===== src/rtl/k_and_s_memory.sv =====
// ---------------------------------------------------------------------------
// k_and_s_memory
//
// 32x16 word memory for the K&S processor datapath, plus a streaming
// program-loader port. After reset (or a load_start pulse) the block holds
// the processor and fills memory from word 0 upward. It releases the
// processor once the loader flags its last word or memory is full.
//
// Optional feature (macro K_AND_S_MEM_WP_EN):
//   When defined, processor writes in RUN to addresses below load_count are
//   dropped, and the sticky wp_violation flag is raised. When undefined, all
//   RUN writes are performed and wp_violation is tied to 0.
//
// Ports:
//   clk              rising-edge clock
//   rst              asynchronous active-high reset
//   ram_addr         processor word address (read and write)
//   ram_write_enable processor write strobe (RUN only)
//   data_out         processor write data
//   data_in          registered read data, 1-cycle latency, read-first
//   cpu_hold         high while loading
//   load_start       one-cycle pulse: restart loading from word 0
//   load_valid       loader word valid
//   load_ready       block accepts a loader word (LOAD only)
//   load_data        loader word
//   load_last        marks the final loader word
//   load_count       number of words loaded, 0..DEPTH, saturating
//   wp_violation     sticky protected-write flag
// ---------------------------------------------------------------------------
module k_and_s_memory #(
  parameter int ADDR_W = 5,
  parameter int DATA_W = 16,
  parameter int DEPTH  = 32   // must equal 2**ADDR_W
) (
  input  logic              clk,
  input  logic              rst,
  input  logic [ADDR_W-1:0] ram_addr,
  input  logic              ram_write_enable,
  input  logic [DATA_W-1:0] data_out,
  output logic [DATA_W-1:0] data_in,
  output logic              cpu_hold,
  input  logic              load_start,
  input  logic              load_valid,
  output logic              load_ready,
  input  logic [DATA_W-1:0] load_data,
  input  logic              load_last,
  output logic [ADDR_W:0]   load_count,
  output logic              wp_violation
);

  localparam int COUNT_W = ADDR_W + 1;
  localparam logic [COUNT_W-1:0] FULL = COUNT_W'(DEPTH);

  typedef enum logic {S_LOAD = 1'b0, S_RUN = 1'b1} state_t;

  state_t              state_q, state_d;
  logic [COUNT_W-1:0]  count_q, count_d;
  logic [DATA_W-1:0]   data_in_q;

  // Count a word accepted in the load_start cycle lands on: a restart
  // rebases the write pointer to 0 in that same cycle.
  logic [COUNT_W-1:0]  load_base;
  logic                load_accept;
  logic                load_done;

  logic                wr_en;
  logic [ADDR_W-1:0]   wr_addr;
  logic [DATA_W-1:0]   wr_data;
  logic                run_wr_blocked;

  logic [DATA_W-1:0]   mem [0:DEPTH-1];

  assign load_base   = load_start ? '0 : count_q;
  assign load_accept = (state_q == S_LOAD) && load_valid && (load_base != FULL);
  assign load_done   = load_accept && (load_last || (load_base + COUNT_W'(1) == FULL));

`ifdef K_AND_S_MEM_WP_EN
  logic wp_q, wp_d;

  // Words already delivered by the loader are read-only for the processor.
  assign run_wr_blocked = ({1'b0, ram_addr} < count_q);

  always_comb begin
    wp_d = wp_q;
    if ((state_q == S_RUN) && ram_write_enable && run_wr_blocked) begin
      wp_d = 1'b1;
    end
    // A restart clears the flag, taking priority over a same-cycle violation.
    if (load_start) begin
      wp_d = 1'b0;
    end
  end

  always_ff @(posedge clk or posedge rst) begin
    if (rst) begin
      wp_q <= 1'b0;
    end else begin
      wp_q <= wp_d;
    end
  end

  assign wp_violation = wp_q;
`else
  assign run_wr_blocked = 1'b0;
  assign wp_violation   = 1'b0;
`endif

  // -------------------------------------------------------------------------
  // State register
  // -------------------------------------------------------------------------
  always_ff @(posedge clk or posedge rst) begin
    if (rst) begin
      state_q <= S_LOAD;
    end else begin
      state_q <= state_d;
    end
  end

  // -------------------------------------------------------------------------
  // Next-state logic
  // -------------------------------------------------------------------------
  always_comb begin
    state_d = state_q;
    case (state_q)
      S_LOAD: begin
        if (load_done) begin
          state_d = S_RUN;
        end
      end
      S_RUN: begin
        if (load_start) begin
          state_d = S_LOAD;
        end
      end
      default: state_d = S_LOAD;
    endcase
  end

  // -------------------------------------------------------------------------
  // Output logic
  // -------------------------------------------------------------------------
  always_comb begin
    cpu_hold   = 1'b1;
    load_ready = 1'b1;
    if (state_q == S_RUN) begin
      cpu_hold   = 1'b0;
      load_ready = 1'b0;
    end
  end

  // -------------------------------------------------------------------------
  // Load counter and the single memory write port, shared between the
  // loader (LOAD) and the processor (RUN).
  // -------------------------------------------------------------------------
  always_comb begin
    count_d = count_q;
    wr_en   = 1'b0;
    wr_addr = ram_addr;
    wr_data = data_out;
    if (state_q == S_LOAD) begin
      count_d = load_base;
      if (load_accept) begin
        wr_en   = 1'b1;
        wr_addr = load_base[ADDR_W-1:0];
        wr_data = load_data;
        count_d = load_base + COUNT_W'(1);
      end
    end else begin
      // The processor write in a load_start cycle is still performed.
      if (ram_write_enable && !run_wr_blocked) begin
        wr_en = 1'b1;
      end
      if (load_start) begin
        count_d = '0;
      end
    end
  end

  always_ff @(posedge clk or posedge rst) begin
    if (rst) begin
      count_q   <= '0;
      data_in_q <= '0;
    end else begin
      count_q   <= count_d;
      // Non-blocking read alongside the write below gives read-first.
      data_in_q <= mem[ram_addr];
    end
  end

  // Memory array: contents are deliberately not reset.
  always_ff @(posedge clk) begin
    if (wr_en) begin
      mem[wr_addr] <= wr_data;
    end
  end

  assign data_in    = data_in_q;
  assign load_count = count_q;

endmodule


===== config.mk =====
export PLATFORM = sky130hd
export DESIGN_NAME = k_and_s_memory
export DESIGN_NICKNAME = d
export VERILOG_FILES = /design/src/rtl/k_and_s_memory.sv
export SDC_FILE = /design/constraint.sdc
export NUM_CORES = 1
export LEC_CHECK = 0
export CORE_ASPECT_RATIO = 2
export CORE_UTILIZATION = 29
export DETAILED_ROUTE_END_ITERATION = 8
export PLACE_DENSITY = 0.54
export SETUP_SLACK_MARGIN = 0.5
export SYNTH_ARGS = -nofsm -noshare
export SYNTH_HDL_FRONTEND = slang
export SYNTH_SLANG_ARGS = --single-unit

===== constraint.sdc =====
create_clock -name clk -period 6.85 [get_ports clk]
set_input_delay 1.0275 -clock clk [delete_from_list [all_inputs] [get_ports clk]]
set_output_delay 1.0275 -clock clk [all_outputs]
set_load 0.02 [all_outputs]

==> flow_summary.toml, run 1 <==
[critical_path]
cp_cell_sequence = "clkdlybuf4s50_1 > nor4_4 > a31oi_4 > o32a_1 > nand2b_1 > nor3_2 > buf_4"
critPathSlowestCell = "clkdlybuf4s50_1"
cp.required_ps = 7110
cp_data_arrival_time_ps = 4290
r2r-end = "mem[4][15]"
worst_setup_path_end_kind = "register"
start_kind = "input pin"
path_max_fanout = 22
reg2reg_setup_slack_ps = 3430
cp_slowest_stage_delay_ps = 780
reg2reg_depth = 6
r2r-start = "load_count[5]"
crit_type = "in2reg"

[die]
initial_utilization_pct = 29.3
ioPinCount = 68
dieArea_sq_um = 74000
rows = 139
die_x_um = 193
fp.coreArea_sq_um = 72000
die_h_um = 384

[timing]
slew_headroom_pct = 29.9
fin_skew_ps = 14.8
max_freq_ghz = 0.248
fin_crit_ps = 4040
setup_tns_ps = 0
hold_violations = 0
setup_viol = 0
worst_pin_slew_ps = 1050
finalCritPeriodShare_pct = 58.9
slew_viol_final = 0
grt_setup_unrepaired = "no"

[global_routing]
grt_first_pass_wirelength_um = 80600
grt_start_max_net_pins = 122
grt_pass1_vias = 11600
grt_remaining_overflow = 0
antenna_found_initial = 1
grt_usage_pct = 15.3

[final_layout]
final_cell_mix = "512 x edfxtp_1, 257 x mux2i_1, 65 x clkdlybuf4s50_1"
n_fill_cell = 6941
n_antenna_cell = 0
final_area_sq_um = 24500
drive_above_1_share_pct = 10.6
fin_nets = 1345
layout_commonest_cell = "edfxtp_1"
regArea_sq_um = 16000
area_delta_synth_final_pct = 15.8
multi_input_area_sq_um = 4910

[routing]
drt_iter0_drc = 805
viasPerCell = 4.84
antenna_left = 0
drt_first_pass_iters = 7
drc = 11
avgRoutedWirePerCell_um = 24.6
drt-total-wl_um = 55400
vias = 10900

[synth]
syn_inst = 1223
synth_top_area_share_pct = 72.8
synth_area_sq_um = 21100
synth_nets = 1266
avgSynthCellArea_sq_um = 17.3
synth_warnings = 0
synth_top_cell_by_area = "edfxtp_1"
seq_area_frac_synth_pct = 75.5
yosys_register_bits = 535
synth_area_leaders = "edfxtp_1 73%, mux2i_1 12%, dfrtp_1 2.7%"
ys_types = 41

[pwr]
p_total_w = 0.00684
power_density_nw_per_um2 = 280
p_int_w = 0.00530
netSwitchingFraction_pct = 22.6
power_frac_clock_pct = 37.9
switching_power_w = 0.00155
p_seq_share_pct = 54.2
p_comb_share_pct = 8.0
ir_drop_mv = 0.155
p_leak_nw = 8.32

[cts]
clk_pin_slew_ps = 70
cts-resized-gates = 0
clkLatencyLatePin_ps = 580
cts_buffer_depth = 3
post_cts_buffers = 0
ctsHoldBuffers = 0
clock_sinks = 535
h-tree-depth = 2
cts-buffers-inserted = 43
cts_tree = "yes"
cts-root-buf = "clkbuf_16"

[run_status]
failed_checks = "design-rule violations"
status = "complete, but fails checks"

[placement]
dp.final_hpwl_um = 36900
port_buffers = 66
place_area_sq_um = 23000
place_congestion = 0.837

[min_path]
hold_end = "data_in[11]"
hold_path_class = "reg2reg"
hold_start = "mem[10][11]"
hold_depth = 4

[job]
maxCapViolations = 0
## worst max-delay path, delay by kind of cell
| kind | cells | cell delay [ps] |
|---|---|---|
| compound gates | 2 | 1360 |
| simple gates | 3 | 820 |
| buf+inv | 2 | 1070 |
## final cells by class
class / count / area share, %
tap: 916 / 4.69
multi-input combinational: 611 / 20.1
inverter: 5 / 0.0767
sequential: 535 / 65.2
timing repair buffer: 106 / 4.05
clock inverter: 24 / 1.07
clock buffer: 54 / 4.82
## routing by layer
layer  routed length, um  global-route usage, %  vias to the layer above  share of wire (%)
met5                  11                      0                        -              0.020
met4                3680                   9.74                        2                6.6
met3                1880                   1.50                       88                3.4
met2               29600                   28.0                      276                 53
met1               20300                   16.4                     5543                 37
li1                    -                      -                     4993                  -
## sequential cells by signal, summed over array words and instances, names as in the netlist
| register | count |
|---|---|
| data_in | 16 |
| mem | 512 |
| state_q | 1 |
| load_count | 6 |
## per-stage QoR
step	hold WS (ps)	cells	util (%)	setup slack, ps
finish	601	2251	34.0	2810
CTS	605	2251	34.0	2790
floorplan	560	1223	-	2700
global route	644	2251	34.0	2590
global placement	585	2173	32.0	2310
detailed placement	589	2173	32.0	2160
## power by group through the flow
stage	logic, W	clock network (W)	registers (W)
floorplan	0.000282	0	0.00379
global placement	0.000549	0	0.00378
detailed placement	0.000557	0	0.00378
CTS	0.000558	0.00264	0.00371
global route	0.000582	0.00274	0.00371
finish	0.000544	0.00259	0.00371
## cell usage after synthesis, drive strengths merged
| cell | count |
|---|---|
| nor4 | 7 |
| nand2b | 8 |
| mux2i | 258 |
| inv | 5 |
| a22o | 32 |
| o221ai | 1 |
| o211ai | 3 |
| nor2b | 7 |
| or2b | 1 |
| xnor2 | 3 |
| xor2 | 3 |
| o2111ai | 1 |
| and3 | 1 |
| clkbuf | 22 |
| dfrtp | 23 |
| conb | 1 |
| nand4 | 16 |
| nor4bb | 1 |
| nor2 | 27 |
| o21ai | 2 |
| a22oi | 64 |
| nand3 | 36 |
| a211o | 1 |
| o32a | 1 |
| and2 | 1 |
| mux2 | 18 |
| a21oi | 34 |
| nand2 | 41 |
| edfxtp | 512 |
| or2 | 3 |
| nor3 | 23 |
| buf | 50 |
| a31oi | 17 |
## worst max path at each step
stage	start	to	slack, ps	cells after the start
after floorplan	load_start	mem[16][0]	2700	5
after global placement	load_start	mem[31][4]	2310	7
after detailed placement	load_start	mem[31][9]	2160	7
after CTS	load_start	mem[31][8]	2790	7
after global routing	load_start	mem[31][7]	2590	7
final	load_start	mem[4][15]	2810	7
## cells by family (layout without fill, tap and decap cells)
| family | Yosys count | in the layout | synth area share, % |
|---|---|---|---|
| and+or+nand+nor | 172 | 172 | 4.03 |
| buffers and inverters | 77 | 189 | 1.69 |
| other | 1 | 1 | 0.0177 |
| muxes | 276 | 276 | 13.2 |
| AOI/OAI and AO/OA | 156 | 156 | 5.31 |
| DFF | 535 | 535 | 75.5 |
| xor gates and xnor gates | 6 | 6 | 0.249 |
No activity file was read; power rests on OpenSTA's default activity.
==> run 2: changes to the inputs <==
- PLACE_DENSITY: 0.54 -> 0.55
- clock period: 6.85 -> 3.3 ns (I/O delays scaled with it)
==> run 2 against run 1 <==
  * The flow still finishes with violations (design-rule violations)
  * Sequential power up 110%
  * Worst setup slack worse by 2100 ps
  * Sequential cell count unchanged
  * Hold slack worse by 270 ps
  * Core utilization up 1.5 points
  * Clock power up 110%
  * Clock-buffer cell count down 5
  * Via count up 3.8%
  * Register-to-register slack worse by 2700 ps
  * Largest power group unchanged
==> flow_summary.toml, run 2 (same netlist as run 1, synthesis figures left out) <==
[cts]
cts-resized-gates = 0
cts-root-buf = "clkbuf_16"
clk_pin_slew_ps = 70
post_cts_buffers = 0
h-tree-depth = 2
cts_buffer_depth = 3
cts_tree = "yes"
clkLatencyLatePin_ps = 590
ctsHoldBuffers = 0
clock_sinks = 535
cts-buffers-inserted = 43

[critical_path]
start_kind = "register"
crit_family = "simple AND/OR/NAND/NOR gates"
worst_setup_path_end_kind = "register"
cp_slowest_stage_delay_ps = 450
cp_cell_sequence = "nor2b_1 > mux2_2 > a211o_1 > nand2b_1 > nor2_1 > buf_12"
path_max_fanout = 16
cp_data_arrival_time_ps = 2850
reg2reg_depth = 6
reg2reg_setup_slack_ps = 740
startpoint = "state_q"
cp-endpoint = "mem[13][8]"
r2r-start = "state_q"
worst-path-stages = 6
critPathSlowestCell = "dfrtp_1"
crit_type = "reg2reg"
worstPathBufferInverterCount = 1
r2r-end = "mem[13][8]"
cp.required_ps = 3590

[routing]
viasPerCell = 4.88
drc = 8
avgRoutedWirePerCell_um = 24.4
vias = 11300
antenna_left = 0
drt-total-wl_um = 56600
drt_iter0_drc = 744
drt_first_pass_iters = 6

[timing]
grt_setup_unrepaired = "no"
slew_headroom_pct = 41.2
timing.hold.ws_ps = 326
fin_crit_ps = 2560
worst_pin_slew_ps = 882
setup_tns_ps = 0
fin_skew_ps = 20.8
hold_violations = 0
slew_viol_final = 0
setup_viol = 0
finalCritPeriodShare_pct = 77.5
max_freq_ghz = 0.391

[die]
initial_utilization_pct = 29.3
rows = 139
fp.coreArea_sq_um = 72000
ioPinCount = 68
die_x_um = 193
dieArea_sq_um = 74000
die_h_um = 384

[global_routing]
antenna_found_initial = 0
grt_usage_pct = 15.5
grt_start_max_net_pins = 51
grt_first_pass_wirelength_um = 81300
grt_remaining_overflow = 0
grt_pass1_vias = 11800

[placement]
dp.cells = 2238
dp.final_hpwl_um = 37400
place_congestion = 0.831
port_buffers = 66
place_area_sq_um = 24100

[pwr]
ir_drop_mv = 0.366
power_density_nw_per_um2 = 566
p_seq_share_pct = 53.1
switching_power_w = 0.00330
p_int_w = 0.0112
p_comb_share_pct = 8.9
p_total_w = 0.0145
netSwitchingFraction_pct = 22.8
p_leak_nw = 8.82
power_frac_clock_pct = 38.0

[final_layout]
area_delta_synth_final_pct = 20.9
regArea_sq_um = 16000
final_cell_mix = "512 x edfxtp_1, 257 x mux2i_1, 65 x clkdlybuf4s50_1"
largest_reg_flops = 512
n_antenna_cell = 0
fin_nets = 1410
drive_above_1_share_pct = 15.6
regMostFlops = "mem"
multi_input_area_sq_um = 4970
final_cells = 2317
layout_commonest_cell = "edfxtp_1"
final_area_sq_um = 25600
n_fill_cell = 6846

[job]
maxCapViolations = 0

[min_path]
hold_path_class = "in2async"

[run_status]
status = "complete, but fails checks"
failed_checks = "design-rule violations"
run 2: cell types whose count changed in the layout (fill, tap and decap cells not counted), sizes merged:
| cell | change |
|---|---|
| clkinv | +1 |
| buf | +65 |
| inv | +4 |
| clkbuf | -5 |
| bufinv | +1 |
run 2: worst min-delay path by stage:
stage                              from            end  depth (start not counted)
after floorplan                     rst     data_in[0]                          1
final                               rst  load_count[0]                          3
after detailed placement    mem[16][10]    data_in[10]                          4
after global placement    load_count[5]        state_q                          1
after global routing                rst  load_count[0]                          3
after CTS                           rst  load_count[0]                          3
run 2: tightest hold or removal path, delay by kind of cell:
kind | cells | cell delay, ps
buffers and inverters | 3 | 850
run 2: per-layer routing:
layer | up-vias | part of all wire [%] | wire length, um | GRT usage (%)
met4 | 0 | 5.0 | 2860 | 8.24
met2 | 283 | 57 | 32100 | 30.1
met1 | 5798 | 35 | 19900 | 15.9
li1 | 5128 | - | - | -
met5 | - | 0 | 0 | 0
met3 | 103 | 3.1 | 1730 | 1.47
run 2: through the flow:
step / util (%) / setup WS [ps]
after floorplan: - / 175
after global placement: 33.4 / 204
after global routing: 35.5 / 637
final: 35.5 / 742
after detailed placement: 33.4 / 162
after CTS: 35.5 / 706
run 2: power groups by stage:
stage | registers (W) | logic, W | clock network (W)
6_report | 0.00769 | 0.00129 | 0.00549
5_1_grt | 0.00769 | 0.00136 | 0.00580
4_1_cts | 0.00769 | 0.00131 | 0.00558
3_5_place_dp | 0.00784 | 0.00131 | 0
3_3_place_gp | 0.00784 | 0.00130 | 0
2_1_floorplan | 0.00786 | 0.000596 | 0
run 2: final cells by class:
cell class / instances / area share [%]
timing repair buffer: 171 / 7.70
tap: 916 / 4.48
clock inverter: 30 / 1.42
multi-input combinational: 611 / 19.4
clock buffer: 49 / 4.46
inverter: 5 / 0.0734
sequential: 535 / 62.4
==> run 3: changes to the inputs <==
- PLACE_DENSITY: 0.55 -> 0.54
- clock period: 3.3 -> 2.6 ns (I/O delays scaled with it)
==> run 3 against run 2 <==
  * The run still ends with design-rule violations left
  * Cell count rose by 6.2%
  * Clock-buffer cell count is 2 lower
  * Power is 32% higher
  * Critical path depth up 3
  * Core utilization increased by 3.5 points
  * Die area stayed put
  * Register-to-register slack got worse by 600 ps
  * Final area up 9.8%
  * Sequential cell count is the same
  * Clock skew increased by 6.1 ps
==> flow_summary.toml, run 3 (same netlist as run 1, synthesis figures left out) <==
[routing]
drc = 3
drt-total-wl_um = 65900
top_layer = "met4"
vias = 12100
antenna_left = 0
drt_iter0_drc = 633
viasPerCell = 4.90
drt_first_pass_iters = 8
met3_length_um = 1930
avgRoutedWirePerCell_um = 26.8
wl_met2_um = 36700
drt-met1-wl_um = 21700

[critical_path]
start_kind = "register"
r2r-end = "mem[28][15]"
worstPathBufferInverterCount = 5
critPathSlowestCell = "dfrtp_2"
cp.required_ps = 2900
cp_data_arrival_time_ps = 2760
r2r-start = "load_count[0]"
crit_type = "reg2reg"
reg2reg_depth = 9
reg2reg_setup_slack_ps = 150
crit_family = "buffers and inverters"
worst-path-stages = 9
crit_top_cell = "buf_4"
cp_cell_sequence = "nor4_4 > buf_4 > a31oi_4 > buf_6 > mux2i_4 > buf_4 > nor4_4 > buf_4 > clkbuf_16"
cp_slowest_stage_delay_ps = 430
path_max_fanout = 8
worst_setup_path_end_kind = "register"

[placement]
dp.final_hpwl_um = 42100
place_congestion = 0.845
place_area_sq_um = 25000
port_buffers = 66

[cts]
cts_buffer_depth = 3
clock_sinks = 535
clkLatencyLatePin_ps = 600
cts-buffers-inserted = 44
clk_pin_slew_ps = 70
cts_tree = "yes"
cts-root-buf = "clkbuf_16"
ctsHoldBuffers = 0
h-tree-depth = 2

[die]
dieArea_sq_um = 74000
rows = 139
die_x_um = 193
die_h_um = 384
ioPinCount = 68
fp.coreArea_sq_um = 72000
initial_utilization_pct = 29.3

[final_layout]
n_antenna_cell = 0
fin_nets = 1552
final_area_sq_um = 28000
drive_above_1_share_pct = 26.0
regMostFlops = "mem"
layout_commonest_cell = "edfxtp_1"
final_cell_mix = "512 x edfxtp_1, 257 x mux2i_1, 115 x buf_4"
area_delta_synth_final_pct = 32.7
largest_reg_flops = 512

[pwr]
p_total_w = 0.0192
power_frac_clock_pct = 37.0
power_density_nw_per_um2 = 683
switching_power_w = 0.00458
p_leak_nw = 10.1
netSwitchingFraction_pct = 23.9
p_int_w = 0.0146
ir_drop_mv = 0.480
p_comb_share_pct = 12.1
p_seq_share_pct = 50.8

[timing]
setup_viol = 0
setup_tns_ps = 0
max_freq_ghz = 0.407
grt_setup_unrepaired = "yes"
fin_skew_ps = 26.9
timing.hold.ws_ps = 210
hold_violations = 0
fin_crit_ps = 2450
finalCritPeriodShare_pct = 94.4
worst_pin_slew_ps = 485
slew_headroom_pct = 66.8
slew_viol_final = 0

[global_routing]
grt_pass1_vias = 12700
grt_first_pass_wirelength_um = 91200
antenna_found_initial = 0
grt_usage_pct = 17.9
grt_start_max_net_pins = 39
grt_remaining_overflow = 0

[run_status]
status = "complete, but fails checks"
failed_checks = "design-rule violations"

[job]
maxCapViolations = 0

[min_path]
hold_path_class = "in2async"
[run 3: layout make-up]
| cell class | instances | area, sq um |
|---|---|---|
| multi-input cells | 611 | 5290 |
| well taps | 916 | 1150 |
| clock inverters | 35 | 422 |
| repair buffers | 312 | 4100 |
| inverters | 5 | 18.8 |
| clock buffers | 47 | 1110 |
| flip-flops and latches | 535 | 16000 |
| fillers | 6604 | 44000 |
[run 3: worst max-delay path by stage]
stage,slack [ps],endpoint,startpoint
2_1_floorplan,-60,mem[16][0],load_count[0]
3_3_place_gp,-290,mem[25][15],load_start
3_5_place_dp,-380,mem[25][14],load_start
4_1_cts,200,mem[19][8],load_count[3]
5_1_grt,80,mem[28][15],load_count[0]
6_report,150,mem[28][15],load_count[0]
[run 3: repair_timing]
action                     in CTS  in global routing
pin swaps                      12                 10
buffers inserted               38                 12
resized for setup              67                 27
cloned                         19                  8
setup endpoints to repair    1030               1030
[run 3: power by group through the flow]
| stage | sequential [W] | clock [W] | combinational (W) |
|---|---|---|---|
| 4_1_cts | 0.00975 | 0.00721 | 0.00225 |
| 3_5_place_dp | 0.00994 | 0 | 0.00193 |
| 3_3_place_gp | 0.00994 | 0 | 0.00191 |
| 5_1_grt | 0.00975 | 0.00748 | 0.00241 |
| 6_report | 0.00974 | 0.00709 | 0.00233 |
| 2_1_floorplan | 0.00997 | 0 | 0.000810 |
[run 3: metrics by stage]
stage | cells | utilization [%] | worst slack (ps)
final | 2461 | 39.0 | 146
after global routing | 2461 | 39.0 | 83.1
after CTS | 2441 | 38.4 | 196
after detailed placement | 2302 | 34.8 | -382
after global placement | 2302 | 34.8 | -293
after floorplan | 1223 | - | -63.1
[run 3: worst min-delay path, stage by stage]
cell             delay (ps)
clkdlybuf4s50_1         400
inv_1                    50
buf_4                   380
[run 3: per-layer routing]
metal / vias to the layer above / GRT usage (%)
met2: 323 / 33.7
met5: - / 0
met1: 6141 / 17.7
li1: 5440 / -
met3: 149 / 1.88
met4: 0 / 12.9
